### src/rtl/mem_stage.sv
// -----------------------------------------------------------------------------
// mem_stage -- LC-3b memory-access stage controller (EX/MEM -> MEM/WB).
//
// Turns the decoded memory command of the instruction in MEM into data-cache
// requests, formats load data for the MEM/WB MDR input and stalls the pipe
// until the access completes.
//
// Optional feature macro: MEM_INDIRECT_EN
//   defined   : LDI/STI do a pointer fetch (IND state) then the data access.
//   undefined : mem_indirect is ignored, every access is direct.
//
// Ports
//   clk, reset_n           clock, asynchronous active-low reset
//   mem_read/mem_write     load / store in MEM (mutually exclusive)
//   mem_byte, mem_indirect byte-sized access, indirect access
//   squash_in, advance     squash of MEM instruction, EX/MEM loads new instr
//   addr_in, store_data    effective address, store source value
//   dmem_*                 data-cache request / response interface
//   mdr_out                formatted load data to MEM/WB MDR
//   stall_mem              hold upstream latches and MEM/WB
// -----------------------------------------------------------------------------
module mem_stage (
    input  logic        clk,
    input  logic        reset_n,
    input  logic        mem_read,
    input  logic        mem_write,
    input  logic        mem_byte,
    input  logic        mem_indirect,
    input  logic        squash_in,
    input  logic        advance,
    input  logic [15:0] addr_in,
    input  logic [15:0] store_data,
    input  logic [15:0] dmem_rdata,
    input  logic        dmem_resp,
    output logic [15:0] dmem_address,
    output logic        dmem_read,
    output logic        dmem_write,
    output logic [15:0] dmem_wdata,
    output logic [1:0]  dmem_byte_enable,
    output logic [15:0] mdr_out,
    output logic        stall_mem
);

    localparam logic [1:0] S_IDLE  = 2'd0;
    localparam logic [1:0] S_IND   = 2'd1;
    localparam logic [1:0] S_FINAL = 2'd2;
    localparam logic [1:0] S_DONE  = 2'd3;

    logic [1:0]  state_q, state_d;
    logic [15:0] mdr_q, mdr_d;

    logic        op;
    logic        is_ind;
    logic [15:0] fin_addr;
    logic        req_rd, req_wr;
    logic        acc_final;   // current request is the data access (not pointer fetch)
    logic        final_resp;  // response completing the data access this cycle
    logic        stall;
    logic [15:0] addr;
    logic [7:0]  rbyte;
    logic [15:0] rdata_fmt;

    assign op = (mem_read | mem_write) & ~squash_in;

`ifdef MEM_INDIRECT_EN
    logic [15:0] ptr_q, ptr_d;
    logic        ind_q, ind_d;   // current sequence is indirect

    assign is_ind   = mem_indirect;
    assign fin_addr = ind_q ? ptr_q : addr_in;
`else
    logic unused_mem_indirect;

    assign unused_mem_indirect = mem_indirect;
    assign is_ind   = 1'b0;
    assign fin_addr = addr_in;
`endif

    // Byte loads pick the addressed byte and sign-extend it.
    assign rbyte     = addr[0] ? dmem_rdata[15:8] : dmem_rdata[7:0];
    assign rdata_fmt = mem_byte ? {{8{rbyte[7]}}, rbyte} : dmem_rdata;

    always_comb begin
        state_d    = state_q;
        mdr_d      = mdr_q;
        req_rd     = 1'b0;
        req_wr     = 1'b0;
        acc_final  = 1'b0;
        final_resp = 1'b0;
        stall      = 1'b0;
        addr       = 16'h0000;
`ifdef MEM_INDIRECT_EN
        ptr_d      = ptr_q;
        ind_d      = ind_q;
`endif
        case (state_q)
            S_IDLE: begin
                // Squash is only honoured here; once issued, a sequence completes.
                if (op) begin
                    stall = 1'b1;
                    addr  = addr_in;
                    if (is_ind) begin
                        req_rd  = 1'b1;
                        state_d = S_IND;
`ifdef MEM_INDIRECT_EN
                        ind_d   = 1'b1;
`endif
                    end else begin
                        req_rd    = mem_read;
                        req_wr    = mem_write;
                        acc_final = 1'b1;
                        state_d   = S_FINAL;
`ifdef MEM_INDIRECT_EN
                        ind_d     = 1'b0;
`endif
                    end
                end
            end
`ifdef MEM_INDIRECT_EN
            S_IND: begin
                req_rd = 1'b1;
                addr   = addr_in;
                stall  = 1'b1;
                if (dmem_resp) begin
                    ptr_d   = dmem_rdata;
                    state_d = S_FINAL;
                end
            end
`endif
            S_FINAL: begin
                req_rd    = mem_read;
                req_wr    = mem_write;
                acc_final = 1'b1;
                addr      = fin_addr;
                stall     = ~dmem_resp;
                if (dmem_resp) begin
                    final_resp = 1'b1;
                    mdr_d      = rdata_fmt;
                    state_d    = advance ? S_IDLE : S_DONE;
`ifdef MEM_INDIRECT_EN
                    ind_d      = 1'b0;
`endif
                end
            end
            S_DONE: begin
                if (advance) state_d = S_IDLE;
            end
            default: state_d = S_IDLE;
        endcase
    end

    always_ff @(posedge clk or negedge reset_n) begin
        if (!reset_n) begin
            state_q <= S_IDLE;
            mdr_q   <= 16'h0000;
        end else begin
            state_q <= state_d;
            mdr_q   <= mdr_d;
        end
    end

`ifdef MEM_INDIRECT_EN
    always_ff @(posedge clk or negedge reset_n) begin
        if (!reset_n) begin
            ptr_q <= 16'h0000;
            ind_q <= 1'b0;
        end else begin
            ptr_q <= ptr_d;
            ind_q <= ind_d;
        end
    end
`endif

    // Outputs are gated by reset_n so an in-flight request drops immediately
    // (IDLE would otherwise re-issue combinationally while reset is held).
    always_comb begin
        dmem_read        = reset_n & req_rd;
        dmem_write       = reset_n & req_wr;
        stall_mem        = reset_n & stall;
        dmem_address     = reset_n ? addr : 16'h0000;
        dmem_wdata       = 16'h0000;
        dmem_byte_enable = 2'b00;
        if (reset_n && (req_rd || req_wr)) begin
            dmem_byte_enable = 2'b11;
            if (acc_final) begin
                dmem_wdata = mem_byte ? {store_data[7:0], store_data[7:0]} : store_data;
                if (mem_byte) dmem_byte_enable = addr[0] ? 2'b10 : 2'b01;
            end
        end
        // Bypass lets MEM/WB capture load data in the response cycle itself.
        mdr_out = final_resp ? rdata_fmt : mdr_q;
    end

endmodule

### config.mk
export PLATFORM = sky130hd
export DESIGN_NAME = mem_stage
export DESIGN_NICKNAME = d
export VERILOG_FILES = /design/src/rtl/mem_stage.sv
export SDC_FILE = /design/constraint.sdc
export NUM_CORES = 1
export LEC_CHECK = 0
export CAP_MARGIN = 20
export CORE_UTILIZATION = 33
export DETAILED_ROUTE_END_ITERATION = 10
export GPL_ROUTABILITY_DRIVEN = 0
export PLACE_DENSITY = 0.86
export SLEW_MARGIN = 40
export SYNTH_ARGS = -nofsm -noshare
export SYNTH_HDL_FRONTEND = slang
export SYNTH_SLANG_ARGS = --single-unit
### constraint.sdc
create_clock -name clk -period 3 [get_ports clk]
set_clock_uncertainty 0.2 [all_clocks]
set_input_delay 0.6 -clock clk [delete_from_list [all_inputs] [get_ports clk]]
set_output_delay 0.6 -clock clk [all_outputs]
set_load 0.05 [all_outputs]
=== Yosys cells after proc, flatten, opt, wreduce, memory -nomap -nowiden ===
Index checks and enable logic that the tools add are counted.
Widths: inputs -> output; s select.

* Register bits after elaboration: 18
* Input bits: 57
* Output and inout bits: 53
* Word-level logic and storage cells: 46

* Equality and inequality tests: 5
* Muxes and demuxes: 27
* Bitwise operators: 7
* Reduce and logical (&&, ||, !) cells: 5

{| class="wikitable"
|+ Operators by type and width
! kind !! number
|-
| $mux 16 || 7
|-
| $pmux 16 s2 || 1
|-
| $mux 2 || 8
|-
| $mux 8 || 1
|-
| $pmux 1 s2 || 4
|-
| $ne 2x2->1 const B || 3
|-
| $pmux 2 s3 || 1
|-
| $mux 1 || 5
|-
| $and 1x1->1 || 4
|-
| $eq 2x2->1 const B || 2
|-
| $reduce_and 3->1 || 1
|-
| $logic_not 2->1 || 1
|-
| $not 1->1 || 2
|-
| $reduce_and 2->1 || 1
|-
| $logic_and 1x1->1 || 1
|-
| $logic_or 1x1->1 || 1
|-
| $or 1x1->1 || 1
|}

=== Depth between registers and ports, before layout ===
Gate-level depths: netlist of the first run.

* Word-level depth: 8
* Gate-level depth with buffers: 5
* Depth with buffers taken out: 4

=== Worst setup path after synthesis of the first run ===
No wires, ideal clock.

* Kind: input-to-output
* Start point: in squash_in
* End point: out stall_mem
* Data arrival time: 2160 ps
* Data required time: 2200 ps
* Setup slack: 40 ps
* Stages: 3
* Buffers on the path: 0
* Path through: o21bai_2 > and2_4 > a211oi_1

* Cells in the longest elaborated chain, start to end: 5

{| class="wikitable"
|+ RTL lines
! element !! line !! source
|-
| start, declared || 29 || <nowiki>input logic squash_in,</nowiki>
|-
| $not 1->1 || 63 || <nowiki>assign op = (mem_read | mem_write) & ~squash_in;</nowiki>
|-
| $and 1x1->1 || 63 ||
|-
| $mux 1 || 99 || <nowiki>if (op) begin</nowiki>
|-
| $pmux 1 s2 || 96 || <nowiki>case (state_q)</nowiki>
|-
| $and 1x1->1 || 179 || <nowiki>stall_mem = reset_n & stall;</nowiki>
|-
| end, declared || 41 || <nowiki>output logic stall_mem</nowiki>
|}

Every way passes these cells.

=== Worst setup path after layout of the first run ===
* Start point: in reset_n
* End point: out dmem_byte_enable[1]

* Cells in the longest elaborated chain, start to end: 2

{| class="wikitable"
|+ RTL lines
! element !! line !! source
|-
| start, declared || 24 || <nowiki>input logic reset_n,</nowiki>
|-
| $logic_and 1x1->1 || 183 || <nowiki>if (reset_n && (req_rd || req_wr)) begin</nowiki>
|-
| $mux 2 || 183 ||
|-
| end, declared || 39 || <nowiki>output logic [1:0] dmem_byte_enable,</nowiki>
|}

Every way passes these cells.

==> results by stage, run 1 <==
Cells and area:
- Relative to the synthesized area, the layout overhead comes to 163%.
- The number of nets in the layout is 326.
- Excluding fillers, the count of instances in the completed layout stands at 314.
- Across the whole layout, storage elements account for 450 sq um.
- Of the cells placed in the final design, the portion with a size suffix greater than 1 is a little under two fifths.
- The multi-input combinational cell area is approximately 780 sq um.
- Counting the fill cells in the layout gives 101.
- The count of antenna diodes in the layout is 0.

Clock tree:
- CTS placed an instance of sky130_fd_sc_hd__clkbuf_4 at the clock tree root.
- TritonCTS built the clock tree.
- Buffers inserted to repair hold after CTS numbered 0.
- Clock tree synthesis inserted a total of 3 buffers.
- The number of clock sinks is 18.
- The clock transition time at the flip-flop clock pins of the worst setup and hold paths is 0.10 ns.
- The clock passes through at most 2 buffers.
- At the later pin of the worst-skew pair, clock insertion delay measures 0.30 ns.
- In this run the number of H-tree levels came out at 1.

Die:
- For this design the top-level I/O count stands at 110.
- The number of rows in the core area is 21.
- Once the floorplan was initialized, standard cells occupied 35.2% of the core.
- The area of the die is 0.00386 sq mm.
- The die is 62.1 um wide.
- The vertical extent of the die is 62.1 um.
- The standard cell core area is 0.00339 sq mm.

Global routing:
- The largest net degree at the start of global routing is 19.
- The number of antenna violations at the first check in global routing is 0.
- The first global-routing pass estimated 9.31 mm of wire.
- The leftover overflow at the end of global routing is 0.
- The via count of the first global-routing pass is 1725.
- Global routing used 31.5% of the available tracks.

Place:
- The number of port buffers is 108.
- The number of placed cells counting well taps is 304.
- The HPWL after detailed placement is 4.55 mm.

Worst setup path:
- The class of the most critical setup path is in2out.
- The highest net fanout along the worst path is 9.
- The data arrival time at the worst-slack endpoint is roughly 2.3 ns.
- The nature of the critical path endpoint is a primary output.
- Data on the critical path is required at its endpoint by 2.20 ns.
- Counting cells, the worst reg-to-reg path comes to 5.
- The startpoint type of the worst setup path is an input port.

Timing:
- The max-slew violation total from the final report is 0.
- Once routing completed, OpenROAD measured the worst setup slack at -0.118 ns.
- The number of endpoints with negative hold slack in the final report was 0.
- The final worst hold slack is 0.393 ns.
- The total setup violations reported at the end of the flow is 21.
- Measured against its own limit, the worst slew margin works out to between 60% and 70%.
- Subtracting the final worst setup slack from the clock period gives around 3.1 ns.
- The ratio of final minimum period to clock period is 104%.
- The slew of the pin with the lowest slew margin is 0.458 ns.
- The timing-limited maximum frequency is about 320 MHz.

Synthesis:
- Synthesis produced a netlist whose cell count is 140.
- The netlist area before placement is 0.00119 sq mm.
- Dividing the synthesized area by the synthesized cell count gives 8.52 sq um.
- During synthesis, Yosys emitted a total of 0 warnings.
- The share of synthesized area occupied by flip-flops and latches is 37.8%.
- The synthesized net count is between 150 and 200.
- The netlist uses 29 different library cells.
- After synthesis the netlist holds a flip-flop and latch count of 18.

Hold path:
- The number of instances on the worst hold path is 2.
- The path class of the tightest hold or removal check is reg2reg.

Status:
- The checks that failed: setup timing.
- The run finished, with violations left.

Routing:
- Summing over every cut layer, the via total after detailed routing is roughly 1800.
- Once detail routing completed, the nets flagged for antenna violations numbered 0.
- The first routing iteration left 136 violations.
- After detailed routing, the total wire length is about 7.3 mm.
- For this run, design rule violations remaining after detail routing come to 0.
- In the final routed layout, each cell accounts on average for 23.4 um.
- The number of search-and-repair iterations in the first detailed-routing pass is 4.
- The detail-routed via count per cell is about 5.7.

Power:
- The post-layout total power is 1.97 mW.
- In this run the static leakage power is roughly 1.4 nW.
- The maximum resistive drop on vdd is 0.653 mV.
- The total power density per cell area is 628 mW/mm^2.

Flow run:
- Across the run, the number of max-cap violations was 0.
[layout by cell type, fill, tap and decap left out, types with 3 or more instances in the layout]
master	n
sky130_fd_sc_hd__nand3_1	16
sky130_fd_sc_hd__nor2_2	5
sky130_fd_sc_hd__a221oi_2	5
sky130_fd_sc_hd__dlymetal6s2s_1	5
sky130_fd_sc_hd__buf_4	19
sky130_fd_sc_hd__clkdlybuf4s50_1	50
sky130_fd_sc_hd__nand2_1	7
sky130_fd_sc_hd__clkbuf_4	3
sky130_fd_sc_hd__dfrtp_1	18
sky130_fd_sc_hd__nor2_1	23
sky130_fd_sc_hd__mux2i_1	8
sky130_fd_sc_hd__and2_1	26
sky130_fd_sc_hd__a221oi_1	3
sky130_fd_sc_hd__buf_12	53
[report_power, final]
part / switching [mW] / internal (mW)
combinational: 0.802 / 0.648
clock: 0.0768 / 0.0741
sequential: 0.0420 / 0.325
[metal layers]
layer,GRT usage [%],vias to the layer above,routed length (um)
li1,-,743,-
met1,33.5,831,2420
met2,58.8,156,3890
met3,6.99,53,559
met4,14.0,0,468
met5,0,-,0
[synthesized netlist by cell type]
| library cell | count | area share (%) |
|---|---|---|
| sky130_fd_sc_hd__nor2_1 | 28 | 8.8 |
| sky130_fd_sc_hd__and2_1 | 26 | 14 |
| sky130_fd_sc_hd__dfrtp_1 | 18 | 38 |
| sky130_fd_sc_hd__nand3_1 | 16 | 6.7 |
| sky130_fd_sc_hd__a221oi_1 | 8 | 5.9 |
| sky130_fd_sc_hd__mux2i_1 | 8 | 6.7 |
| sky130_fd_sc_hd__nand2_1 | 8 | 2.5 |
| sky130_fd_sc_hd__nand2b_1 | 3 | 1.6 |
| sky130_fd_sc_hd__a21oi_1 | 2 | 0.84 |
| sky130_fd_sc_hd__buf_4 | 2 | 1.3 |
| sky130_fd_sc_hd__nand3b_1 | 2 | 1.3 |
| sky130_fd_sc_hd__o21ai_0 | 2 | 0.84 |
| sky130_fd_sc_hd__a211oi_1 | 1 | 0.63 |
| sky130_fd_sc_hd__a211oi_4 | 1 | 1.7 |
| sky130_fd_sc_hd__a31oi_1 | 1 | 0.52 |
| sky130_fd_sc_hd__and2_4 | 1 | 0.73 |
| sky130_fd_sc_hd__and3b_1 | 1 | 0.73 |
| sky130_fd_sc_hd__buf_2 | 1 | 0.42 |
| sky130_fd_sc_hd__clkbuf_1 | 1 | 0.31 |
| sky130_fd_sc_hd__clkbuf_2 | 1 | 0.42 |
| sky130_fd_sc_hd__inv_1 | 1 | 0.31 |
| sky130_fd_sc_hd__inv_2 | 1 | 0.31 |
| sky130_fd_sc_hd__mux2_2 | 1 | 0.94 |
| sky130_fd_sc_hd__mux2_4 | 1 | 1.3 |
| sky130_fd_sc_hd__nor2_4 | 1 | 0.94 |
| sky130_fd_sc_hd__o21a_1 | 1 | 0.63 |
| sky130_fd_sc_hd__o21ai_1 | 1 | 0.42 |
| sky130_fd_sc_hd__o21bai_2 | 1 | 0.94 |
| sky130_fd_sc_hd__o41a_1 | 1 | 0.94 |
[cells by family (layout without fill, tap and decap cells)]
kind of cell / Yosys count / after routing / synth area share (%)
DFF: 18 / 18 / 37.8
AOI/OAI and AO/OA: 19 / 19 / 13.3
and+or+nand+nor: 86 / 86 / 36.9
buffers and inverters: 7 / 135 / 3.04
muxes: 10 / 10 / 8.92
[critical path, cell delays in order]
cell and delay (ns):
sky130_fd_sc_hd__clkdlybuf4s50_1 0.50, sky130_fd_sc_hd__nand2b_1 0.11, sky130_fd_sc_hd__a21oi_1 0.35, sky130_fd_sc_hd__o21a_2 0.33
sky130_fd_sc_hd__o41a_1 0.26, sky130_fd_sc_hd__buf_12 0.16
[timing repair]
action / in CTS / in global routing
resized for setup: 5 / 19
pin swaps: 6 / 4
setup buffers: 3 / 3
setup endpoints to repair: 34 / 47
cloned: 0 / 0
[final timing paths]
check,startpoint,end,slack (ns)
max reg2reg,state_q[1]$_DFFE_PN0P_,mdr_q[0]$_DFFE_PN0P_,1.02
max in group asynchronous,reset_n,mdr_q[15]$_DFFE_PN0P_,1.92
min,mdr_q[13]$_DFFE_PN0P_,mdr_q[13]$_DFFE_PN0P_,0.39
min reg2reg,mdr_q[13]$_DFFE_PN0P_,mdr_q[13]$_DFFE_PN0P_,0.39
min in group asynchronous,reset_n,mdr_q[9]$_DFFE_PN0P_,0.49
max,reset_n,dmem_byte_enable[1],-0.12
[flip-flops by register name, summed over array words and instances, names as in the netlist]
signal and cells:
mdr_q 16, state_q 2
[per-stage QoR]
stage | utilization (%) | TNS (ns) | instance area, sq um | worst slack [ns]
4_1_cts | 89.7 | -0.00436 | 3040 | -0.00436
6_report | 92.4 | -0.944 | 3130 | -0.118
3_3_place_gp | 86.9 | -0.353 | 2950 | -0.0429
3_5_place_dp | 86.9 | -1.55 | 2950 | -0.104
5_1_grt | 92.4 | -1.18 | 3130 | -0.109
2_1_floorplan | - | 0 | 1190 | 0.0398
[area by class of cell]
class / instances / area share, %
multi-input cells: 115 / 24.8
repair buffers: 129 / 57.6
clock buffers: 4 / 1.16
inverters: 2 / 0.240
flip-flops and latches: 18 / 14.4
well taps: 46 / 1.84
Power figures use the tool's default switching activity.
==> run 2, diff against run 1 <==
--- a/config.mk
+++ b/config.mk
@@ -5,11 +5,13 @@
 export SDC_FILE = /design/constraint.sdc
 export NUM_CORES = 1
 export LEC_CHECK = 0
+export ABC_AREA = 1
 export CAP_MARGIN = 20
-export CORE_UTILIZATION = 33
+export CORE_UTILIZATION = 37
+export CTS_BUF_LIST = sky130_fd_sc_hd__clkbuf_8
 export DETAILED_ROUTE_END_ITERATION = 10
 export GPL_ROUTABILITY_DRIVEN = 0
-export PLACE_DENSITY = 0.86
+export PLACE_DENSITY = 0.88
 export SLEW_MARGIN = 40
 export SYNTH_ARGS = -nofsm -noshare
 export SYNTH_HDL_FRONTEND = slang
==> results by stage, run 2 <==
Routing:
- Once detail routing completed, the nets flagged for antenna violations numbered 0.
- In this run, the number of DRC markers left after iteration 0 of detailed routing was 58.
- The number of vias in the routed layout is 1927.
- The detailed-route wire length per cell is 13.7 um.
- The final layout contains routed wiring with a total length of 5.44 mm.
- The first detailed-routing pass took 4 iterations.
- The number of remaining DRC errors is 0.
- The detail-routed via count per cell is 4.87.

Worst setup path:
- The cell family with the largest share of critical-path delay is buffers and inverters.
- The class of the most critical setup path is in2out.
- The critical path goes through clkdlybuf4s50_1 > inv_1 > nand2_2 > nand3_2 > nand2_4 > nand2_4 > nor2_4 > nor2_4 > buf_12 > a21oi_1 > buf_4.
- At the worst endpoint, the arrival time is 2.19 ns.
- The largest single stage delay on the critical path is 0.47 ns.
- The highest net fanout along the worst path is 17.
- The sum of buffers and inverters on the critical path is 4.
- The worst setup path is captured at a primary output.
- The worst setup path is launched from an input port.
- Data on the critical path is required at its endpoint by ~2.2 ns.
- The largest individual stage delay along the critical path comes from the cell sky130_fd_sc_hd__clkdlybuf4s50_1.

Timing:
- Final hold analysis gives a worst-case slack of 0.322 ns.
- The slew of the pin with the lowest slew margin is 0.320 ns.
- The number of endpoints with negative hold slack in the final report is 0.
- Dividing the final minimum period by the clock period gives between 90% and 100%.
- The worst slew margin relative to its limit is 78.6%.
- The max-slew violation total from the final report is 0.
- The timing-limited maximum frequency is 334 MHz.
- The total setup violations reported at the end of the flow is 0.
- The shortest clock period the worst path allows after layout is 2.99 ns.

Die:
- After floorplanning, the core was divided into 22 placement rows.
- The I/O pin count is 110.
- The die is 64.1 um tall.
- The floorplan step set the die width to 64.1 um.
- The effective utilization at floorplan is 38.7%.
- The standard cell core area is about 0.0037 sq mm.
- The area of the die is roughly 0.004 sq mm.

Clock tree:
- CTS built an H-tree with a depth of 1.
- The worst-case clock buffer depth is 2.
- Clock tree synthesis inserted a total of 3 buffers.
- The clock transition time at the flip-flop clock pins of the worst setup and hold paths is 0.06 ns.
- The master cell of the clock root buffer is sky130_fd_sc_hd__clkbuf_8.
- For the worst-skew pair, the clock arrives at the later sink with an insertion delay of 0.25 ns.
- The cts-stage hold buffer count is 0.
- TritonCTS built the clock tree.
- For this design, the sink count on the clock tree is 18.

Place:
- The number of port buffers is roughly 110.
- The HPWL after detailed placement is roughly 4.3 mm.

Synthesis:
- Of the post-synthesis cell area, the dominant cell type holds 31.6%.
- The number of distinct library cell variants in the gate-level netlist after synthesis is 22.
- By area, the combinational part of the netlist is dominated by simple AND/OR/NAND/NOR gates.
- The cell with the most instances after synthesis is sky130_fd_sc_hd__nand2_1.
- The synthesized net count is 282.
- Counting flops and latches in the post-synthesis netlist gives 18.
- Ranked by total cell area, the synthesized netlist is headed by sky130_fd_sc_hd__dfrtp_1 (32%), sky130_fd_sc_hd__nand2_1 (15%), sky130_fd_sc_hd__inv_1 (13%), sky130_fd_sc_hd__a21oi_1 (6.0%), sky130_fd_sc_hd__nand3_1 (5.3%).
- In this run, synthesis inferred 0 flip-flops with an integrated enable.
- Among all flip-flop cells after synthesis, the most frequent one is sky130_fd_sc_hd__dfrtp_1.
- The count of warnings emitted by yosys is 0.
- The synthesized netlist devotes 44.1% of its cell area to simple gates.
- The adder and majority cell fraction of the synthesized area is 0%.
- The average instance area after synthesis is 6.34 sq um.
- Summing the areas of all compound-gate instances in the mapped netlist gives 7.10% of the synthesized area.
- The netlist area before placement is about 0.0014 sq mm.
- Multiplexer cells account for 0% of the synthesized area.
- The proportion of synthesized flip-flops having asynchronous set or reset is between 90% and 100%.
- The share of synthesized area occupied by flip-flops and latches is about a third.
- The instance count of the mapped netlist is 225.
- The post-synthesis xor/xnor area fraction is 0%.
- The commonest cells after synthesis are sky130_fd_sc_hd__nand2_1 (56), sky130_fd_sc_hd__inv_1 (51), sky130_fd_sc_hd__dfrtp_1 (18), sky130_fd_sc_hd__nor2_1 (18), sky130_fd_sc_hd__a21oi_1 (17).
- The cell taking the most area after synthesis is sky130_fd_sc_hd__dfrtp_1.

Cells and area:
- Leaving out fill and tap cells, the most frequent cell in the layout is sky130_fd_sc_hd__clkdlybuf4s50_1.
- The repair_antennas step left the layout with diodes totalling 0.
- Leaving out fill and tap cells, the most frequent cells in the layout are sky130_fd_sc_hd__clkdlybuf4s50_1 (54), sky130_fd_sc_hd__inv_1 (51), sky130_fd_sc_hd__nand2_1 (48).
- The number of flip-flops in the largest register is 16.
- Counting flops per register, the top entry is mdr_q.
- The post-route netlist has a little over a third of its cells at a drive strength greater than 1.
- For this run, the post-layout net count is ~410.
- Relative to the synthesized area, the layout overhead comes to 113%.
- The largest registers in the layout are mdr_q (16), state_q (2).

Global routing:
- Global routing consumed, on the met1 layer, 26.9% of the routing resources.
- The combined global-route utilization of all metal layers is 26.1%.
- The via count of the first global-routing pass was 1800.
- The largest net degree at the start of global routing is 19.
- The met3 routing resource usage after global routing is 5.36%.
- The busiest metal layer after global routing is met2.
- The first global-routing pass estimated 8.39 mm of wire.
- The number of antenna violations at the first check in global routing is 0.
- The leftover overflow at the end of global routing is 0.
- For this run, global-route usage on met2 was measured as 52.1%.

Power:
- The post-layout total power is 2.85 mW.
- The total power density per cell area is 939 mW/mm^2.
- For this design the static power due to leakage is 1.58 nW.
- The maximum resistive drop on vdd is 0.832 mV.

Flow run:
- The reported max-cap violation count is 0.

Status:
- The flow ran to the end, and the final reports show no timing, DRC or antenna violations.

Hold path:
- The min-delay analysis places its worst path in the category reg2reg.
run 2: changes by cell type after synthesis, sizes merged, moves of 8 or more:
| cell | delta |
|---|---|
| inv | +51 |
| a21oi | +16 |
| and2 | -27 |
| or2 | +8 |
| nand2 | +51 |
| a221oi | -8 |
| nand4 | +10 |
| mux2i | -8 |
run 2: what timing repair did:
action	in CTS	in global routing
resized for setup	1	19
endpoints found under the setup margin	26	24
setup buffers	8	0
pin swaps	3	10
run 2: worst min-delay path: stages, from the launching register on:
cell,delay [ns]
sky130_fd_sc_hd__dfrtp_1,0.32
sky130_fd_sc_hd__nand2_1,0.06
sky130_fd_sc_hd__nand2_2,0.10
run 2: per-stage QoR:
| step | area [sq um] | util (%) | worst slack (ns) | setup TNS, ns | std cells |
|---|---|---|---|---|---|
| 6_report | 3040 | 82.3 | 0.0101 | 0 | 396 |
| 5_1_grt | 3040 | 82.3 | -0.0652 | -0.0833 | 396 |
| 4_1_cts | 2970 | 80.6 | 0.00637 | 0 | 396 |
| 3_5_place_dp | 2840 | 77.0 | -0.0889 | -1.21 | 384 |
| 3_3_place_gp | 2840 | 77.0 | -0.00220 | -0.00220 | 384 |
| 2_1_floorplan | 1430 | - | -0.0133 | -0.107 | 225 |
run 2: area by class of cell:
cell class / instances / area (sq um)
Timing Repair Buffer: 128 / 1490
Multi-Input combinational cell: 145 / 779
Fill cell: 213 / 653
Sequential cell: 18 / 450
Inverter: 53 / 199
Tap cell: 48 / 60.1
Clock buffer: 4 / 55.1
run 2: power by group:
part / switching, mW / internal (mW) / leakage [nW]
sequential: 0.0404 / 0.356 / 0.214
combinational: 1.35 / 0.915 / 1.33
clock: 0.0774 / 0.117 / 0.0288
run 2: final timing paths:
| path | to | startpoint | depth (start not counted) | slack, ns |
|---|---|---|---|---|
| max | dmem_wdata[15] | mem_write | 11 | 0.01 |
| min | mdr_q[1]$_DFFE_PN0P_ | mdr_q[1]$_DFFE_PN0P_ | 2 | 0.32 |
| max reg2reg | mdr_q[2]$_DFFE_PN0P_ | state_q[0]$_DFFE_PN0P_ | 8 | 1.30 |
| min reg2reg | mdr_q[1]$_DFFE_PN0P_ | mdr_q[1]$_DFFE_PN0P_ | 2 | 0.32 |
| max in group asynchronous | mdr_q[12]$_DFFE_PN0P_ | reset_n | 2 | 1.83 |
| min in group asynchronous | mdr_q[5]$_DFFE_PN0P_ | reset_n | 2 | 0.58 |
run 2: cells by family after synthesis:
| kind of cell | Yosys count |
|---|---|
| AO/OA/AOI/OAI | 19 |
| flip-flops | 18 |
| AND/OR/NAND/NOR | 126 |
| buffers and inverters | 62 |
run 2: routing by layer:
metal | vias up | part of all wire, %
met5 | - | 0
met4 | 0 | 1.7
met3 | 10 | 7.7
met2 | 92 | 53
met1 | 903 | 38
li1 | 922 | -
